[config.mk]
export PLATFORM = sky130hd
export DESIGN_NAME = writeback_arbiter
export DESIGN_NICKNAME = d
export VERILOG_FILES = /design/src/rtl/writeback_pkg.sv /design/src/rtl/rr_arbiter.sv /design/src/rtl/writeback_arbiter.sv
export SDC_FILE = /design/constraint.sdc
export NUM_CORES = 1
export LEC_CHECK = 0
export ABC_AREA = 1
export CELL_PAD_IN_SITES_DETAIL_PLACEMENT = 1
export CELL_PAD_IN_SITES_GLOBAL_PLACEMENT = 2
export CORE_MARGIN = 2
export CORE_UTILIZATION = 20
export CTS_CLUSTER_DIAMETER = 120
export DETAILED_ROUTE_END_ITERATION = 8
export PLACE_DENSITY = 0.78
export SYNTH_ARGS = -nofsm -noshare
export SYNTH_HDL_FRONTEND = slang
export SYNTH_SLANG_ARGS = --single-unit
[constraint.sdc]
create_clock -name clk -period 4.07 [get_ports clk]
set_input_delay 1.0175 -clock clk [delete_from_list [all_inputs] [get_ports clk]]
set_output_delay 1.0175 -clock clk [all_outputs]
set_load 0.01 [all_outputs]
[src/rtl/writeback_pkg.sv]
// Shared constants, request record and helpers for the register-file writeback arbiter.
package writeback_pkg;

  localparam int XLEN       = 64;
  localparam int REG_ADDR_W = 5;
  localparam int N_REGS     = 32;
  localparam int N_REQ      = 3;
  localparam int REQ_IDX_W  = $clog2(N_REQ);

  typedef struct packed {
    logic [REG_ADDR_W-1:0] rd;
    logic [XLEN-1:0]       data;
  } wb_req_t;

  function automatic logic [N_REGS-1:0] reg_onehot(input logic [REG_ADDR_W-1:0] r);
    reg_onehot = N_REGS'(1) << r;
  endfunction

endpackage

[src/rtl/rr_arbiter.sv]
// Combinational round-robin picker: search starts just after the last winner and wraps.
module rr_arbiter #(
  parameter int N     = 3,
  parameter int IDX_W = 2
) (
  input  logic [N-1:0]     req,
  input  logic [IDX_W-1:0] last,
  output logic [N-1:0]     grant,
  output logic [IDX_W-1:0] grant_idx
);

  logic             found_s;
  logic [IDX_W-1:0] cand_s;

  // First requesting candidate after last wins
  always_comb begin
    grant     = '0;
    grant_idx = '0;
    found_s   = 1'b0;
    cand_s    = '0;
    for (int off = 1; off <= N; off++) begin
      cand_s = IDX_W'((int'(last) + off) % N);
      if (!found_s && req[cand_s]) begin
        found_s       = 1'b1;
        grant[cand_s] = 1'b1;
        grant_idx     = cand_s;
      end else begin
        found_s = found_s;
      end
    end
  end

endmodule

[src/rtl/writeback_arbiter.sv]
// Round-robin owner of the register-file write port with a pending-write scoreboard
// for issue-stage hazard checks.
module writeback_arbiter
  import writeback_pkg::*;
(
  input  logic                        clk,
  input  logic                        reset,
  input  logic [N_REQ-1:0]            Req_valid,
  input  logic [N_REQ*REG_ADDR_W-1:0] Req_rd,
  input  logic [N_REQ*XLEN-1:0]       Req_data,
  output logic [N_REQ-1:0]            Req_ready,
  input  logic                        Claim_valid,
  input  logic [REG_ADDR_W-1:0]       Claim_rd,
  input  logic [REG_ADDR_W-1:0]       RS1,
  input  logic [REG_ADDR_W-1:0]       RS2,
  output logic                        RS1_busy,
  output logic                        RS2_busy,
  output logic [N_REGS-1:0]           Busy_vec,
  output logic                        Reg_write,
  output logic [REG_ADDR_W-1:0]       RD,
  output logic [XLEN-1:0]             Write_data
);

  wb_req_t              req_s [N_REQ];
  wb_req_t              sel_s;
  logic [N_REQ-1:0]     grant_s;
  logic [REQ_IDX_W-1:0] grant_idx_s;
  logic [REQ_IDX_W-1:0] last_r;
  logic                 accept_s;

  logic                  reg_write_r;
  logic [REG_ADDR_W-1:0] rd_r;
  logic [XLEN-1:0]       data_r;

  logic [N_REGS-1:0] busy_r;
  logic [N_REGS-1:0] busy_next_s;
  logic [N_REGS-1:0] set_s;
  logic [N_REGS-1:0] clr_s;

  // Split the flat request buses into per-requester records
  always_comb begin
    for (int i = 0; i < N_REQ; i++) begin
      req_s[i].rd   = Req_rd[REG_ADDR_W*i +: REG_ADDR_W];
      req_s[i].data = Req_data[XLEN*i +: XLEN];
    end
  end

  rr_arbiter #(.N(N_REQ), .IDX_W(REQ_IDX_W)) u_rr (
    .req       (Req_valid),
    .last      (last_r),
    .grant     (grant_s),
    .grant_idx (grant_idx_s)
  );

  assign Req_ready = grant_s;
  assign accept_s  = |grant_s;
  assign sel_s     = req_s[grant_idx_s];

  // Write-port stage; rd 0 is consumed but never reaches the register file
  always_ff @(posedge clk or posedge reset) begin
    if (reset) begin
      reg_write_r <= 1'b0;
      rd_r        <= '0;
      data_r      <= '0;
      last_r      <= REQ_IDX_W'(N_REQ - 1);
    end else if (accept_s) begin
      last_r      <= grant_idx_s;
      reg_write_r <= (sel_s.rd != '0);
      rd_r        <= sel_s.rd;
      data_r      <= sel_s.data;
    end else begin
      reg_write_r <= 1'b0;
    end
  end

  // Clear the committing destination, then apply the claim so a same-edge claim wins
  always_comb begin
    clr_s       = reg_write_r ? reg_onehot(rd_r) : '0;
    set_s       = (Claim_valid && (Claim_rd != '0)) ? reg_onehot(Claim_rd) : '0;
    busy_next_s = ((busy_r & ~clr_s) | set_s) & ~N_REGS'(1);
  end

  // Pending-write scoreboard
  always_ff @(posedge clk or posedge reset) begin
    if (reset) begin
      busy_r <= '0;
    end else begin
      busy_r <= busy_next_s;
    end
  end

  assign Reg_write  = reg_write_r;
  assign RD         = rd_r;
  assign Write_data = data_r;
  assign Busy_vec   = busy_r;
  assign RS1_busy   = busy_r[RS1];
  assign RS2_busy   = busy_r[RS2];

endmodule

==> results of run 1 <==
==> final timing paths <==
kind                                                start                         end  slack (ns)  cells after the start
worst max-delay path                         Req_valid[1]                Req_ready[1]        0.19                     10
worst min-delay path            Write_data[5]$_DFFE_PP0P_   Write_data[5]$_DFFE_PP0P_        0.51                      2
worst max register to register      last_r[0]$_DFFE_PP0P_  Write_data[47]$_DFFE_PP0P_        1.16                     13
worst min register to register  Write_data[5]$_DFFE_PP0P_   Write_data[5]$_DFFE_PP0P_        0.51                      2
max in group asynchronous                           reset      Busy_vec[10]$_DFF_PP0_        2.14                      3
min in group asynchronous                           reset  Write_data[38]$_DFFE_PP0P_        1.11                      2
==> power breakdown <==
group / leakage [uW] / switching (uW) / total (uW) / internal (uW)
sequential: 0.00118 / 481 / 2170 / 1690
combinational: 0.00319 / 5360 / 8510 / 3150
clock: 0.000127 / 439 / 861 / 423
==> cells by family after synthesis <==
logic type               synth area share (%)
AND/OR/NAND/NOR                          31.9
AO/OA/AOI/OAI                            17.8
other                                  0.0585
flip-flops                               40.2
adder cells (fa/ha/maj)                 0.781
buffers and inverters                    9.18
==> synth_stat cells (all sizes together) <==
cell type	count
dfstp	1
ha	4
nor2	72
nor3	14
o22ai	4
o211ai	35
inv	82
nand2	267
conb	1
nand3	133
clkbuf	18
dfrtp	102
o221ai	8
o31ai	1
a21oi	5
o21ai	105
a31oi	34
buf	37
nand4	1
==> stage by stage <==
stage,worst slack [ns],hold slack [ns],util [%],cell area [sq um],instances
2_1_floorplan,0.350,0.501,-,6410,924
3_3_place_gp,0.00954,0.478,32.3,10200,1631
3_5_place_dp,0.0398,0.486,32.3,10200,1631
4_1_cts,0.0311,0.509,33.2,10500,1647
5_1_grt,0.0373,0.535,33.3,10500,1652
6_report,0.192,0.507,33.3,10500,1653
==> repair_timing <==
item	CTS	global route
resized for setup	0	7
buffers inserted	0	2
setup endpoints to repair	0	2
==> cell type report <==
class                   instances  area share (%)
repair buffers                362            34.1
well taps                     402            4.78
repair inverters                1          0.0476
flip-flops and latches        103            24.5
multi-input cells             684            30.9
clock buffers                  11            2.21
clock inverters                 5           0.392
inverters                      82            2.98
diodes                          3          0.0714
==> routing by layer <==
layer / wire length, um / part of all wire (%)
met5: 41 / 0.13
met2: 15000 / 48
met4: 735 / 2.4
met3: 2310 / 7.5
met1: 12900 / 42
==> registers in the layout, indices dropped and copies added (netlist names) <==
register    count
Write_data     64
Busy_vec       31
RD              5
last_r          2
Reg_write       1
==> cell usage in the layout, fill, tap and decap left out, types with 2 or more instances in the layout <==
cell,Yosys,routed
nor2_1,72,72
nor3_1,14,14
inv_1,76,73
inv_6,0,2
nand2_1,266,265
o21ai_0,100,100
buf_4,2,26
dlymetal6s2s_1,0,4
inv_2,6,7
clkdlybuf4s50_1,0,329
nand3_2,2,2
ha_1,4,4
a31oi_1,34,34
diode_2,0,3
buf_12,0,2
o22ai_1,4,4
clkbuf_16,0,9
nand2_4,1,2
dfrtp_1,102,102
o221ai_1,8,8
nand3_1,130,130
clkbuf_1,18,2
o21ai_1,4,4
a21oi_1,4,4
clkinvlp_4,0,3
o211ai_1,35,35
==> critical path: cells and delay by family <==
kind	cells	cell delay (ns)
AO/OA/AOI/OAI	2	0.24
buffers and inverters	4	1.26
AND/OR/NAND/NOR	4	0.35
==> flow_metrics.tcl, run 1 <==
set metrics [dict create \
    outcome "completed" \
    tightest_slew_ns 0.700 \
    core_sq_um 31600 \
    first_pass_iters 5 \
    power.density_nw_per_um2 1100 \
    period_share_pct 95.3 \
    regArea_sq_um 2580 \
    grt_pass1_vias 7856 \
    vdd_drop_max_mv 0.763 \
    setup_viol 0 \
    critPathLaunchType "input port" \
    cp_max_fo 4 \
    vias 7597 \
    slew_headroom_pct 53.3 \
    clockBufferDepth 2 \
    syn_nets 1156 \
    mappedNetlistArea_sq_um 6410 \
    grt.busiest_layer "met2" \
    grt.met3_usage_pct 5.42 \
    remaining_drc_errors 0 \
    setup-tns-final_ns 0 \
    path_clk_slew_ns 0.08 \
    cts.sinks 103 \
    crit_path_max_incr_delay_ns 0.60 \
    ys_warn_count 0 \
    grt_max_degree 49 \
    initial_core_util_pct 20.3 \
    syn_avg_cell_area_sq_um 6.94 \
    fillers 3856 \
    cpMostUsedCell "nand2_1" \
    root_buffer "clkbuf_16" \
    hp-class "flop to flop" \
    p_total_uw 11500 \
    path_cells "clkdlybuf4s50_1 > inv_1 > nand2_1 > nand3_1 > nand2_1 > nand2_1 > o21ai_2 > a21oi_4 > inv_1 > clkdlybuf4s50_1" \
    num_rows 65 \
    dp_hpwl_mm 24.5 \
    drt_iter0_drc 283 \
    yosysUniqueCellTypes 29 \
    cts_buffers 9 \
    leakage_uw 0.00450 \
    cp_data_required_time_ns 3.05 \
    fmax_mhz 258 \
    syn2layout_area_growth_pct 64.2 \
    syn_inst 924 \
    clock_latency_ns 0.37 \
    maxCapViolCount 0 \
    synth_area_leaders "dfrtp_1 (40%), nand2_1 (16%), nand3_1 (10%)" \
    rsz0062_at_grt "false" \
    port_buffers 333 \
    drive_gt1_share_pct 4.89 \
    fin_nets 1475 \
    cp_data_arrival_time_ns 2.86 \
    finalWirelength_mm 30.9 \
    finalCriticalPeriod_ns 3.88 \
    antenna_found_initial 6 \
    grt_use_met1_pct 21.7 \
    multi_input_area_sq_um 3250 \
    end_kind "primary output" \
    vias_per_cell 4.60 \
    met2_usage_pct 31.2 \
    routedWlPerCell_um 18.7 \
    die_w_um 183 \
    synth_top_area_share_pct 39.8 \
    ant_nets 0 \
    yosys.area.top_type "dfrtp_1" \
    hold_viol 0 \
    cts_tree "done" \
    ctsHoldBuffers 0 \
    grt_pass1_wl_mm 46.3 \
    htreeDepth 3 \
    finClkSkew_ns 0.0114 \
    ys_seq_elements 103 \
    fp.dieH_um 183 \
    die_area_sq_um 33500 \
    worstSetupPathType "input port to primary output" \
    final_max_slew_viol_count 0 \
    grt-ovfl-total 0 \
    worst_path_max_delay_cell "clkdlybuf4s50_1" \
    ys_seq_area_share_pct 40.2 \
    ios 335 \
    place_congestion 0.796 \
    track_usage_pct 18.2 \
]
No activity file was read; power rests on OpenSTA's default activity.
==> run 2: changes to the inputs <==
--- a/config.mk
+++ b/config.mk
@@ -6,6 +6,7 @@
 export NUM_CORES = 1
 export LEC_CHECK = 0
 export ABC_AREA = 1
+export CAP_MARGIN = 15
 export CELL_PAD_IN_SITES_DETAIL_PLACEMENT = 1
 export CELL_PAD_IN_SITES_GLOBAL_PLACEMENT = 2
 export CORE_MARGIN = 2
==> results of run 2 <==
Final layout, timing and power as in run 1 (identical DEF).
==> run 3: changes to the inputs <==
--- a/config.mk
+++ b/config.mk
@@ -13,6 +13,7 @@
 export CORE_UTILIZATION = 20
 export CTS_CLUSTER_DIAMETER = 120
 export DETAILED_ROUTE_END_ITERATION = 8
+export HOLD_SLACK_MARGIN = 0.1
 export PLACE_DENSITY = 0.78
 export SYNTH_ARGS = -nofsm -noshare
 export SYNTH_HDL_FRONTEND = slang
==> results of run 3 <==
Final layout, timing and power as in run 1 (identical DEF).
